File: config.mk
export PLATFORM = sky130hd
export DESIGN_NAME = mesa_byte2ascii
export DESIGN_NICKNAME = d
export VERILOG_FILES = /design/src/rtl/mesa_pkg.sv /design/src/rtl/mesa_nib2hex.sv /design/src/rtl/mesa_byte2ascii.sv
export SDC_FILE = /design/constraint.sdc
export NUM_CORES = 1
export LEC_CHECK = 0
export CAP_MARGIN = 40
export CORE_UTILIZATION = 35
export DETAILED_ROUTE_END_ITERATION = 12
export DONT_BUFFER_PORTS = 1
export RECOVER_POWER = 25
export SYNTH_ARGS = -nofsm -noshare
export SYNTH_HDL_FRONTEND = slang
export SYNTH_HIERARCHICAL = 1
export SYNTH_SLANG_ARGS = --single-unit
File: constraint.sdc
create_clock -name clk -period 2.2 [get_ports clk]
set_input_delay 0.44 -clock clk [delete_from_list [all_inputs] [get_ports clk]]
set_output_delay 0.44 -clock clk [all_outputs]
set_load 0.01 [all_outputs]
File: src/rtl/mesa_pkg.sv
// Shared constants for the MesaBus byte-to-ASCII stage.
package mesa_pkg;

  typedef enum logic [2:0] {
    ST_IDLE    = 3'd0,
    ST_HI      = 3'd1,
    ST_HI_GAP  = 3'd2,
    ST_LO      = 3'd3,
    ST_LO_GAP  = 3'd4,
    ST_EOL     = 3'd5,
    ST_EOL_GAP = 3'd6
  } state_t;

  localparam logic [7:0] ASCII_0  = 8'h30;
  localparam logic [7:0] ASCII_UA = 8'h41;
  localparam logic [7:0] ASCII_LA = 8'h61;
  localparam logic [7:0] ASCII_LF = 8'h0A;

endpackage

File: src/rtl/mesa_nib2hex.sv
// Nibble to ASCII hex digit, combinational.
module mesa_nib2hex
  import mesa_pkg::*;
(
  input  logic       upper,
  input  logic [3:0] nib,
  output logic [7:0] ascii
);

  // Digits map from '0'; letters map from 'A' or 'a' offset by ten.
  always_comb begin
    ascii = ASCII_0 + {4'h0, nib};
    if (nib > 4'd9)
      ascii = (upper ? ASCII_UA : ASCII_LA) + {4'h0, nib - 4'd10};
  end

endmodule

File: src/rtl/mesa_byte2ascii.sv
// Serializes Ro bytes as two ASCII hex chars (high nibble first) plus
// an optional end-of-line, handshaking with the UART via tx_busy.
module mesa_byte2ascii
  import mesa_pkg::*;
#(
  parameter bit         UPPER_CASE = 1'b1,
  parameter logic [7:0] EOL_CHAR   = ASCII_LF
) (
  input  logic       clk,
  input  logic       reset,
  input  logic [7:0] ro_byte_d,
  input  logic       ro_byte_en,
  input  logic       ro_done,
  output logic       ro_busy,
  output logic [7:0] tx_char_d,
  output logic       tx_char_en,
  input  logic       tx_busy,
  output logic       ro_overflow
);

  state_t     state, state_nxt;
  logic [7:0] byte_q, byte_nxt;
  logic       eol_pend, eol_nxt;
  logic       ovf_nxt;
  logic [7:0] txd_nxt;
  logic       txen_nxt;
  logic [3:0] nib;
  logic [7:0] hex;

  // One shared converter; the held byte's nibble is picked by state.
  assign nib = (state == ST_LO) ? byte_q[3:0] : byte_q[7:4];

  mesa_nib2hex u_nib2hex (
    .upper (UPPER_CASE),
    .nib   (nib),
    .ascii (hex)
  );

  // Next-state and next-output decode; all outputs leave through flops.
  always_comb begin
    state_nxt = state;
    byte_nxt  = byte_q;
    eol_nxt   = eol_pend | (ro_done & (state != ST_IDLE));
    ovf_nxt   = ro_overflow | (ro_byte_en & (state != ST_IDLE));
    txd_nxt   = tx_char_d;
    txen_nxt  = 1'b0;
    case (state)
      ST_IDLE: begin
        if (ro_byte_en) begin
          byte_nxt  = ro_byte_d;
          eol_nxt   = ro_done;
          state_nxt = ST_HI;
        end else if (ro_done) begin
          state_nxt = ST_EOL;
        end
      end
      ST_HI: begin
        if (!tx_busy) begin
          txen_nxt  = 1'b1;
          txd_nxt   = hex;
          state_nxt = ST_HI_GAP;
        end
      end
      // Gap states give the UART a cycle to raise tx_busy.
      ST_HI_GAP: state_nxt = ST_LO;
      ST_LO: begin
        if (!tx_busy) begin
          txen_nxt  = 1'b1;
          txd_nxt   = hex;
          state_nxt = ST_LO_GAP;
        end
      end
      ST_LO_GAP: state_nxt = (eol_pend | ro_done) ? ST_EOL : ST_IDLE;
      ST_EOL: begin
        if (!tx_busy) begin
          txen_nxt  = 1'b1;
          txd_nxt   = EOL_CHAR;
          state_nxt = ST_EOL_GAP;
        end
      end
      ST_EOL_GAP: begin
        eol_nxt   = 1'b0;
        state_nxt = ST_IDLE;
      end
      default: state_nxt = ST_IDLE;
    endcase
  end

  // State and output registers; reset abandons any byte in flight.
  always_ff @(posedge clk or negedge reset) begin
    if (!reset) begin
      state       <= ST_IDLE;
      byte_q      <= 8'h00;
      eol_pend    <= 1'b0;
      ro_busy     <= 1'b0;
      tx_char_d   <= 8'h00;
      tx_char_en  <= 1'b0;
      ro_overflow <= 1'b0;
    end else begin
      state       <= state_nxt;
      byte_q      <= byte_nxt;
      eol_pend    <= eol_nxt;
      ro_busy     <= (state_nxt != ST_IDLE);
      tx_char_d   <= txd_nxt;
      tx_char_en  <= txen_nxt;
      ro_overflow <= ovf_nxt;
    end
  end

endmodule
Word level (Yosys, flattened, before mapping) --
Cells that the tools add are included.
Operators by class: add/sub/neg operators 3, equality and inequality tests 8, magnitude comparators 1, multiplexer cells 16, bitwise gates (word level) 5, reduce and logical (&&, ||, !) cells 8
Operators with widths (count):
- two-way mux 8 bit | 3
- two-way mux 3 bit | 6
- case mux 3 bit (6 select lines) | 1
- case mux 8 bit (2 select lines) | 1
- equality test 3 bit (second input constant) | 3
- adder 7 x 4 -> 8 bit (first input constant) | 1
- adder 6 x 4 -> 7 bit (first input constant) | 1
- equality test 3 x 2 -> 1 bit (second input constant) | 2
- nonzero test 3 bit | 2
- greater-than comparator 4 bit (second input constant) | 1
- two-way mux 4 bit | 1
- inequality test 2 bit (second input constant) | 2
- subtractor 4 bit (second input constant) | 1
- equality test 3 x 1 -> 1 bit (second input constant) | 1
- logical NOT 3 bit | 1
- two-way mux 1 bit | 3
- bitwise OR 1 bit | 3
- AND reduction 3 bit | 1
- OR reduction 3 bit | 1
- bitwise AND 1 bit | 2
- case mux 1 bit (2 select lines) | 1
- AND reduction 2 bit | 1
- nonzero test 2 bit | 1
- OR reduction 2 bit | 1
Storage, ports and cells: input port bits 13, word-level logic and storage cells 48, register bits 23, output and inout bits 11

Logic depth before layout (Yosys ltp) --
Gate-level depths: netlist of run 1.
word-level depth 7, gate-level depth with buffers 11, mapped depth without buffers 9

By module --
Netlist of run 1, hierarchy kept.
By module, submodules not included:
- mesa_byte2ascii | area each 983.4 µm², sequential area each 575.6 µm², cells an instance 75, instances 1
- mesa_nib2hex | area each 176.4 µm², sequential area each 0.0 µm², cells an instance 24, instances 1

Worst setup path before layout of run 1 --
OpenSTA, ideal clock, no wires.
kind flip-flop to flip-flop, start register state[2], end register tx_char_d[1], data arrival time 2261 ps, setup slack -188 ps, buffers on the path 2, data required time 2073 ps, cell stages (with the launch flop) 12, period minus slack after synthesis 2388 ps, library setup time 127 ps, cell sequence dfrtp_1 buf_6 and2b_2 nand2_1 mux2_2 inv_1 ha_1 o21bai_1 and2_1 buf_6 mux2i_1 o32a_2
On the way: longest elaborated chain between the ends 7, elaborated cells between the ends (all ways) 16, classes of those cells 3 x add/sub; 1 x order compare; 5 x eq/ne; 4 x mux; 3 x reduce/logical
RTL lines:
- start, declared | RTL line mesa_byte2ascii.sv:21 | state_t state, state_nxt;
- start signal, assigned | RTL line mesa_byte2ascii.sv:100 | state <= state_nxt;
- equality test 3 x 2 -> 1 bit * | RTL line mesa_byte2ascii.sv:31 | assign nib = (state == ST_LO) ? byte_q[3:0] : byte_q[7:4];
- two-way mux 4 bit * | RTL line mesa_byte2ascii.sv:31
- named net nib[1] | RTL line mesa_byte2ascii.sv:27 | logic [3:0] nib;
- subtractor 4 bit | RTL line mesa_nib2hex.sv:14 | ascii = (upper ? ASCII_UA : ASCII_LA) + {4'h0, nib - 4'd10};
- adder 7 x 4 -> 8 bit | RTL line mesa_nib2hex.sv:14
- two-way mux 8 bit * | RTL line mesa_nib2hex.sv:13 | if (nib > 4'd9)
- named net hex[1] | RTL line mesa_byte2ascii.sv:28 | logic [7:0] hex;
- two-way mux 8 bit * | RTL line mesa_byte2ascii.sv:58, mesa_byte2ascii.sv:67
- case mux 8 bit (2 select lines) * | RTL line mesa_byte2ascii.sv:47 | case (state)
- end signal, assigned | RTL line mesa_byte2ascii.sv:104 | tx_char_d <= txd_nxt;
- end, declared | RTL line mesa_byte2ascii.sv:15 | output logic [7:0] tx_char_d,
The timed path passes the listed nets; every way through them passes the cells marked *. The select of a mux whose other input is x is not followed. A chain may end at the register's enable or synchronous reset.

Worst setup path after layout of run 1 --
start register state[2], end register tx_char_d[3]
Same word-level chain as after synthesis.

==> results.py, run 1 <==
metrics = {
    "die": {
        "area_of_the_die_mm2": 0.003548,
        "core_area_mm2": 0.003103,
        "initial_core_util_pct": 37.38,
        "die_width_um": 59.57,
        "io-pin-count": 24,
        "row_count": 20,
        "die_height_um": 59.57,
    },
    "placement": {
        "finalWeightedCongestion": 0.7778,
        "dpl.cell_count": 143,
        "detailedPlacementHpwl_um": 1534,
        "portBuffers": 0,
        "detailed_place.area_mm2": 0.001255,
    },
    "layout": {
        "final.fill_count": 327,
        "final_cell_mix": "sky130_fd_sc_hd__dfrtp_1, sky130_fd_sc_hd__mux2_2, sky130_fd_sc_hd__nand2_1",
        "finalInstanceArea_mm2": 0.001316,
        "insertedDiodeCount": 0,
        "drive_above_1_share_pct": 33.02,
        "final_common_cell": "sky130_fd_sc_hd__dfrtp_1",
        "finalNetCount": 124,
        "multi_input_comb_area_um2": 585.6,
        "sequential_cell_area_um2": 575.6,
        "area_growth_pct": 13.48,
        "finish.cell_count_without_fillers": 150,
    },
    "routing": {
        "drc_violation_count_after_routing": 0,
        "detail_route.wl_per_cell_um": 13.18,
        "final_antenna_net_count": 0,
        "finalWirelength_um": 1977,
        "vias_per_cell": 4.900,
        "dr.first_iter.drc_count": 15,
        "detailroute.via_count": 735,
        "drt_pre_antenna_iters": 4,
    },
    "clocking": {
        "cts_sinks": 23,
        "clock_tree_from_tritoncts": "built",
        "cts_buffer_depth": 2,
        "clkSlewWorstSetupHoldPaths_ns": 0.12,
        "cts-root-buf": "sky130_fd_sc_hd__clkbuf_4",
        "maximum_level_of_the_cts_h_tree": 1,
        "numCtsBuffers": 3,
        "worst_skew_pair.late_latency_ns": 0.30,
    },
    "run_status": {
        "status": "finished, final reports clean",
    },
    "power_and_ir_drop": {
        "power.ir.vdd_worst_uv": 554.0,
        "power.density_mw_per_mm2": 1527,
        "leak_nw": 0.5700,
        "report.power.total_mw": 2.010,
    },
    "yosys": {
        "synth.top_cell.area_share_pct": 49.62,
        "syn_area_mm2": 0.001160,
        "ys_warn_count": 6,
        "netlist_top_cells_area": "sky130_fd_sc_hd__dfrtp_1, sky130_fd_sc_hd__mux2_2, sky130_fd_sc_hd__a22o_1, sky130_fd_sc_hd__ha_1, sky130_fd_sc_hd__nand2_1",
        "synth_cell_types": 32,
        "postSynthAreaPerCell_um2": 11.72,
        "postSynthRegisterBits": 23,
        "sequential_fraction_of_the_synthesis_area_pct": 49.62,
        "syn-num-nets": 116,
        "post_synth_inst_count": 99,
        "post-synth-top-area-cell": "sky130_fd_sc_hd__dfrtp_1",
    },
    "critical_path": {
        "critPathCaptureType": "flop",
        "rr_worst_depth": 9,
        "crit_path_max_fanout": 4,
        "timing.critical_path.from_type": "flop",
        "timing.rr.start": "state[2]$_DFF_PN0_",
        "critical_path_class": "reg -> reg",
        "capturing_element_of_the_worst_setup_path": "tx_char_d[3]$_DFFE_PN0P_",
        "worstPathRequired_ns": 2.40,
        "timing.critical_path.arrival_ns": 2.30,
        "r2r_setup_slk_ns": 0.09,
        "timing.critical_path.from": "state[2]$_DFF_PN0_",
        "worst_r2r_endpoint": "tx_char_d[3]$_DFFE_PN0P_",
    },
    "sta": {
        "timing.clock.skew_ns": 0.004118,
        "post-route-min-period_ns": 2.106,
        "worst_hold_slack_ns": 0.2569,
        "finalSetupViolations": 0,
        "worst-slew-pin-transition_ns": 0.9778,
        "period_share_pct": 95.74,
        "max_clock_freq_mhz": 474.7,
        "report.final.hold_viol_count": 0,
        "grt_setup_unrepaired": "false",
        "timing.max_slew.rel_slack_pct": 34.82,
        "final_report_max_slew_violation_count": 0,
    },
    "run": {
        "drv_cap": 0,
    },
    "global_route": {
        "largest_net_degree_at_the_start_of_global_routing": 24,
        "globalRoute.totalOverflow": 0,
        "grt_antenna_before_repair": 0,
        "via_count_of_the_first_global_routing_pass": 740,
        "groute.usage.overall_pct": 12.95,
        "grt_first_pass_wirelength_um": 3387,
    },
    "hold_path": {
        "class_of_the_tightest_hold_or_removal_check": "in -> reg",
        "worst_hold_startpoint": "ro_byte_en",
    },
}
[how the worst min path moves through the flow]
stage               cells after the start                    end  slack (ns)
finish                                  1  ro_overflow$_DFF_PN0_        0.26
global placement                        0      ro_busy$_DFF_PN0_        0.14
global route                            1  ro_overflow$_DFF_PN0_        0.22
detailed placement                      0      ro_busy$_DFF_PN0_        0.14
floorplan                               0  byte_q[0]$_DFFE_PN0P_        0.14
CTS                                     1  ro_overflow$_DFF_PN0_        0.24
[where the power goes]
part | internal (mW) | switching [mW]
Clock | 0.0706 | 0.114
Sequential | 0.608 | 0.160
Combinational | 0.567 | 0.489
Total | 1.25 | 0.764
[kinds of logic (layout without fill, tap and decap cells)]
| logic type | count (synthesis) | in the layout | share of synthesized area (%) |
|---|---|---|---|
| compound gates | 21 | 21 | 15.10 |
| xor+xnor | 2 | 2 | 1.511 |
| fa+ha+maj | 4 | 4 | 4.315 |
| buf+inv | 9 | 16 | 4.531 |
| flops | 23 | 23 | 49.62 |
| mux | 14 | 14 | 13.38 |
| other cells | 2 | 2 | 0.6475 |
| simple gates | 24 | 24 | 10.90 |
[synth_stat cells]
library cell and instances:
sky130_fd_sc_hd__ha_1 4, sky130_fd_sc_hd__a22o_1 6, sky130_fd_sc_hd__a21o_2 1, sky130_fd_sc_hd__o32a_2 2, sky130_fd_sc_hd__o21ai_0 3, sky130_fd_sc_hd__or3_4 1, sky130_fd_sc_hd__mux2_2 12, sky130_fd_sc_hd__o21bai_1 1
sky130_fd_sc_hd__buf_6 2, sky130_fd_sc_hd__or3b_2 1, sky130_fd_sc_hd__nor2_2 1, sky130_fd_sc_hd__xor2_1 1, sky130_fd_sc_hd__buf_4 1, sky130_fd_sc_hd__mux2i_1 2, sky130_fd_sc_hd__and2b_1 1, sky130_fd_sc_hd__a21oi_1 3
sky130_fd_sc_hd__o32ai_1 1, sky130_fd_sc_hd__nand2b_1 1, sky130_fd_sc_hd__xnor2_1 1, sky130_fd_sc_hd__and2b_2 1, sky130_fd_sc_hd__nor3_1 1, sky130_fd_sc_hd__dfrtp_1 23, sky130_fd_sc_hd__a211o_1 1, sky130_fd_sc_hd__conb_1 2
sky130_fd_sc_hd__nand3b_1 1, sky130_fd_sc_hd__nand2_1 9, sky130_fd_sc_hd__nor2_1 5, sky130_fd_sc_hd__o311a_4 1, sky130_fd_sc_hd__and2_1 1, sky130_fd_sc_hd__inv_1 6, sky130_fd_sc_hd__a21boi_0 2, sky130_fd_sc_hd__or3_1 1
[layout make-up]
type                            instances  share of cell area [%]
Multi-Input combinational cell         67                   44.49
Sequential cell                        23                   43.73
Inverter                                6                   2.281
Tap cell                               44                   4.183
Timing Repair Buffer                    6                   3.327
Clock buffer                            4                   1.996
[registers in the layout, indices dropped and copies added (netlist names)]
register / count
state: 3
ro_overflow: 1
tx_char_en: 1
tx_char_d: 8
byte_q: 8
eol_pend: 1
ro_busy: 1
[through the flow]
| stage | TNS, ns | setup WS, ns | utilization [%] |
|---|---|---|---|
| final | 0 | 0.09361 | 42.42 |
| after global routing | 0 | 0.01475 | 42.42 |
| after CTS | 0 | 0.05484 | 41.61 |
| after detailed placement | 0 | 0.07662 | 40.44 |
| after global placement | 0 | 0.1275 | 40.44 |
| after floorplan | -0.03918 | -0.03918 | - |
[critical path: stages (launching register included)]
cell and delay [ns]:
sky130_fd_sc_hd__dfrtp_1 0.37, sky130_fd_sc_hd__and2b_2 0.25, sky130_fd_sc_hd__nand2_4 0.10, sky130_fd_sc_hd__mux2_2 0.37, sky130_fd_sc_hd__inv_2 0.08, sky130_fd_sc_hd__ha_1 0.14, sky130_fd_sc_hd__nand2_1 0.06, sky130_fd_sc_hd__xor2_1 0.14
sky130_fd_sc_hd__a21boi_0 0.12, sky130_fd_sc_hd__o32a_2 0.39
[per-layer routing]
metal	track usage, %	share of wire [%]	up-vias
met5	0	0	-
met1	16.80	47	349
li1	-	-	362
met2	20.71	46	22
met3	5.240	6.3	2
met4	1.993	0.61	0
[timing repair]
action / CTS / global route
buffers inserted: 0 / 1
setup endpoints to repair: 0 / 3
gates resized for setup: 0 / 3
hold endpoints to repair: 23 / 0
hold buffers: 1 / 0
Note: power is estimated with default switching activity, not from simulation.
==> inputs of run 2 (changes only) <==
--- a/config.mk
+++ b/config.mk
@@ -8,7 +8,6 @@
 export CAP_MARGIN = 40
 export CORE_UTILIZATION = 35
 export DETAILED_ROUTE_END_ITERATION = 12
-export DONT_BUFFER_PORTS = 1
 export RECOVER_POWER = 25
 export SYNTH_ARGS = -nofsm -noshare
 export SYNTH_HDL_FRONTEND = slang
==> results.py, run 2 (synthesis results as in run 1) <==
metrics = {
    "run_status": {
        "status": "finished, final reports clean",
    },
    "sta": {
        "post-route-min-period_ns": 2.093,
        "timing.clock.skew_ns": 0.01147,
        "report.final.hold_viol_count": 0,
        "final_report_max_slew_violation_count": 0,
        "finalSetupViolations": 0,
        "grt_setup_unrepaired": "false",
        "max_clock_freq_mhz": 477.9,
        "worst-slew-pin-transition_ns": 1.199,
        "period_share_pct": 95.12,
        "worst_hold_slack_ns": 0.4817,
        "timing.max_slew.rel_slack_pct": 20.09,
        "setup_ws_ns": 0.1074,
    },
    "layout": {
        "fin_util_pct": 49.52,
        "reg_top3": "byte_q x8, tx_char_d x8, state x3",
        "finalNetCount": 145,
        "final_cell_mix": "sky130_fd_sc_hd__dfrtp_1, sky130_fd_sc_hd__clkdlybuf4s50_1, sky130_fd_sc_hd__mux2_2",
        "drive_above_1_share_pct": 27.56,
        "insertedDiodeCount": 0,
        "finalInstanceArea_mm2": 0.001536,
        "final_common_cell": "sky130_fd_sc_hd__dfrtp_1",
        "multi_input_comb_area_um2": 589.3,
        "final.fill_count": 306,
        "sequential_cell_area_um2": 575.6,
        "area_growth_pct": 32.47,
    },
    "routing": {
        "detailroute.via_count": 814,
        "route.layer.met1.wl_um": 963,
        "routed.top_layer": "met4",
        "drt_pre_antenna_iters": 3,
        "vias_per_cell": 4.760,
        "final_antenna_net_count": 0,
        "dr.first_iter.drc_count": 12,
        "route.met2.wl_um": 1048,
        "detail_route.wl_per_cell_um": 12.30,
        "finalWirelength_um": 2103,
        "drc_violation_count_after_routing": 0,
        "wl_met3_um": 79,
    },
    "placement": {
        "detailedPlacementHpwl_um": 1640,
        "portBuffers": 23,
        "post-place-ws_ns": 0.07753,
        "detailed_place.area_mm2": 0.001493,
        "finalWeightedCongestion": 0.8627,
    },
    "power_and_ir_drop": {
        "leak_nw": 0.6552,
        "cell_internal_pwr_mw": 1.373,
        "clock_power_share_pct": 9.2,
        "swShare_pct": 36.85,
        "seqPwrFrac_pct": 33.4,
        "power.ir.vdd_worst_uv": 479.9,
        "power.density_mw_per_mm2": 1415,
        "comb_power_share_pct": 57.4,
        "power.net_switching_mw": 0.8009,
    },
    "critical_path": {
        "critPathCaptureType": "flop",
        "crit_path_max_fanout": 5,
        "timing.critical_path.from_type": "flop",
        "critical_path_class": "reg -> reg",
        "worstPathRequired_ns": 2.42,
        "timing.critical_path.arrival_ns": 2.31,
    },
    "die": {
        "die_width_um": 59.57,
        "row_count": 20,
        "core_area_mm2": 0.003103,
        "io-pin-count": 24,
        "die_height_um": 59.57,
        "initial_core_util_pct": 37.38,
        "area_of_the_die_mm2": 0.003548,
    },
    "global_route": {
        "globalRoute.totalOverflow": 0,
        "largest_net_degree_at_the_start_of_global_routing": 24,
        "groute.usage.overall_pct": 14.84,
        "grt_antenna_before_repair": 0,
        "via_count_of_the_first_global_routing_pass": 867,
        "grt_first_pass_wirelength_um": 3912,
    },
    "clocking": {
        "clock_tree_from_tritoncts": "built",
        "cts_sinks": 23,
        "postCtsHoldBufs": 0,
        "clkSlewWorstSetupHoldPaths_ns": 0.14,
        "cts_post_setup_buffers_inserted": 0,
        "postCtsResizedCells": 0,
        "numCtsBuffers": 3,
        "maximum_level_of_the_cts_h_tree": 1,
        "cts_buffer_depth": 2,
        "worst_skew_pair.late_latency_ns": 0.31,
        "cts-root-buf": "sky130_fd_sc_hd__clkbuf_4",
    },
    "run": {
        "drv_cap": 0,
    },
    "hold_path": {
        "class_of_the_tightest_hold_or_removal_check": "reg -> reg",
    },
}
-- run 2: final cells by class --
| class | count | share of cell area [%] |
|---|---|---|
| multi-input cells | 67 | 38.36 |
| flip-flops and latches | 23 | 37.46 |
| repair buffers | 27 | 16.69 |
| well taps | 44 | 3.583 |
| inverters | 6 | 1.954 |
| clock buffers | 3 | 1.466 |
| clock inverters | 1 | 0.4886 |
-- run 2: power groups by stage --
stage / sequential, mW / clock, mW / combinational, mW
CTS: 0.728 / 0.212 / 1.19
floorplan: 0.749 / 0 / 0.825
finish: 0.726 / 0.200 / 1.25
global placement: 0.729 / 0 / 1.15
global route: 0.753 / 0.236 / 1.40
detailed placement: 0.738 / 0 / 1.18
-- run 2: worst max-delay path: stages, from the launching register on --
cell and delay (ns):
sky130_fd_sc_hd__dfrtp_1 0.40, sky130_fd_sc_hd__and2b_2 0.26, sky130_fd_sc_hd__nand2_4 0.08, sky130_fd_sc_hd__mux2_4 0.33
sky130_fd_sc_hd__inv_6 0.09, sky130_fd_sc_hd__ha_4 0.16, sky130_fd_sc_hd__o21bai_4 0.07, sky130_fd_sc_hd__and2_4 0.14
sky130_fd_sc_hd__mux2i_1 0.11, sky130_fd_sc_hd__o32a_2 0.35
-- run 2: per-stage QoR --
| step | setup TNS, ns | total power, mW | std cells |
|---|---|---|---|
| final | 0 | 2.174 | 171 |
| after global routing | 0 | 2.386 | 171 |
| after CTS | 0 | 2.125 | 171 |
| after detailed placement | 0 | 1.919 | 167 |
| after global placement | 0 | 1.875 | 167 |
| after floorplan | -0.03918 | 1.574 | 99 |
-- run 2: path summary, 6_finish.rpt --
path,from,endpoint,slack [ns],cells past startpoint
min in group asynchronous,reset,eol_pend$_DFF_PN0_,0.87,2
max in group asynchronous,reset,byte_q[6]$_DFFE_PN0P_,0.61,2
max reg2reg,state[2]$_DFF_PN0_,tx_char_d[1]$_DFFE_PN0P_,0.11,9
min,ro_overflow$_DFF_PN0_,ro_overflow$_DFF_PN0_,0.48,1
min reg2reg,ro_overflow$_DFF_PN0_,ro_overflow$_DFF_PN0_,0.48,1
max,state[2]$_DFF_PN0_,tx_char_d[1]$_DFFE_PN0P_,0.11,9
-- run 2: metal layers --
layer	global-route usage, %	vias up
met4	5.980	0
met2	25.84	19
met5	0	-
met3	2.620	2
li1	-	400
met1	18.07	393
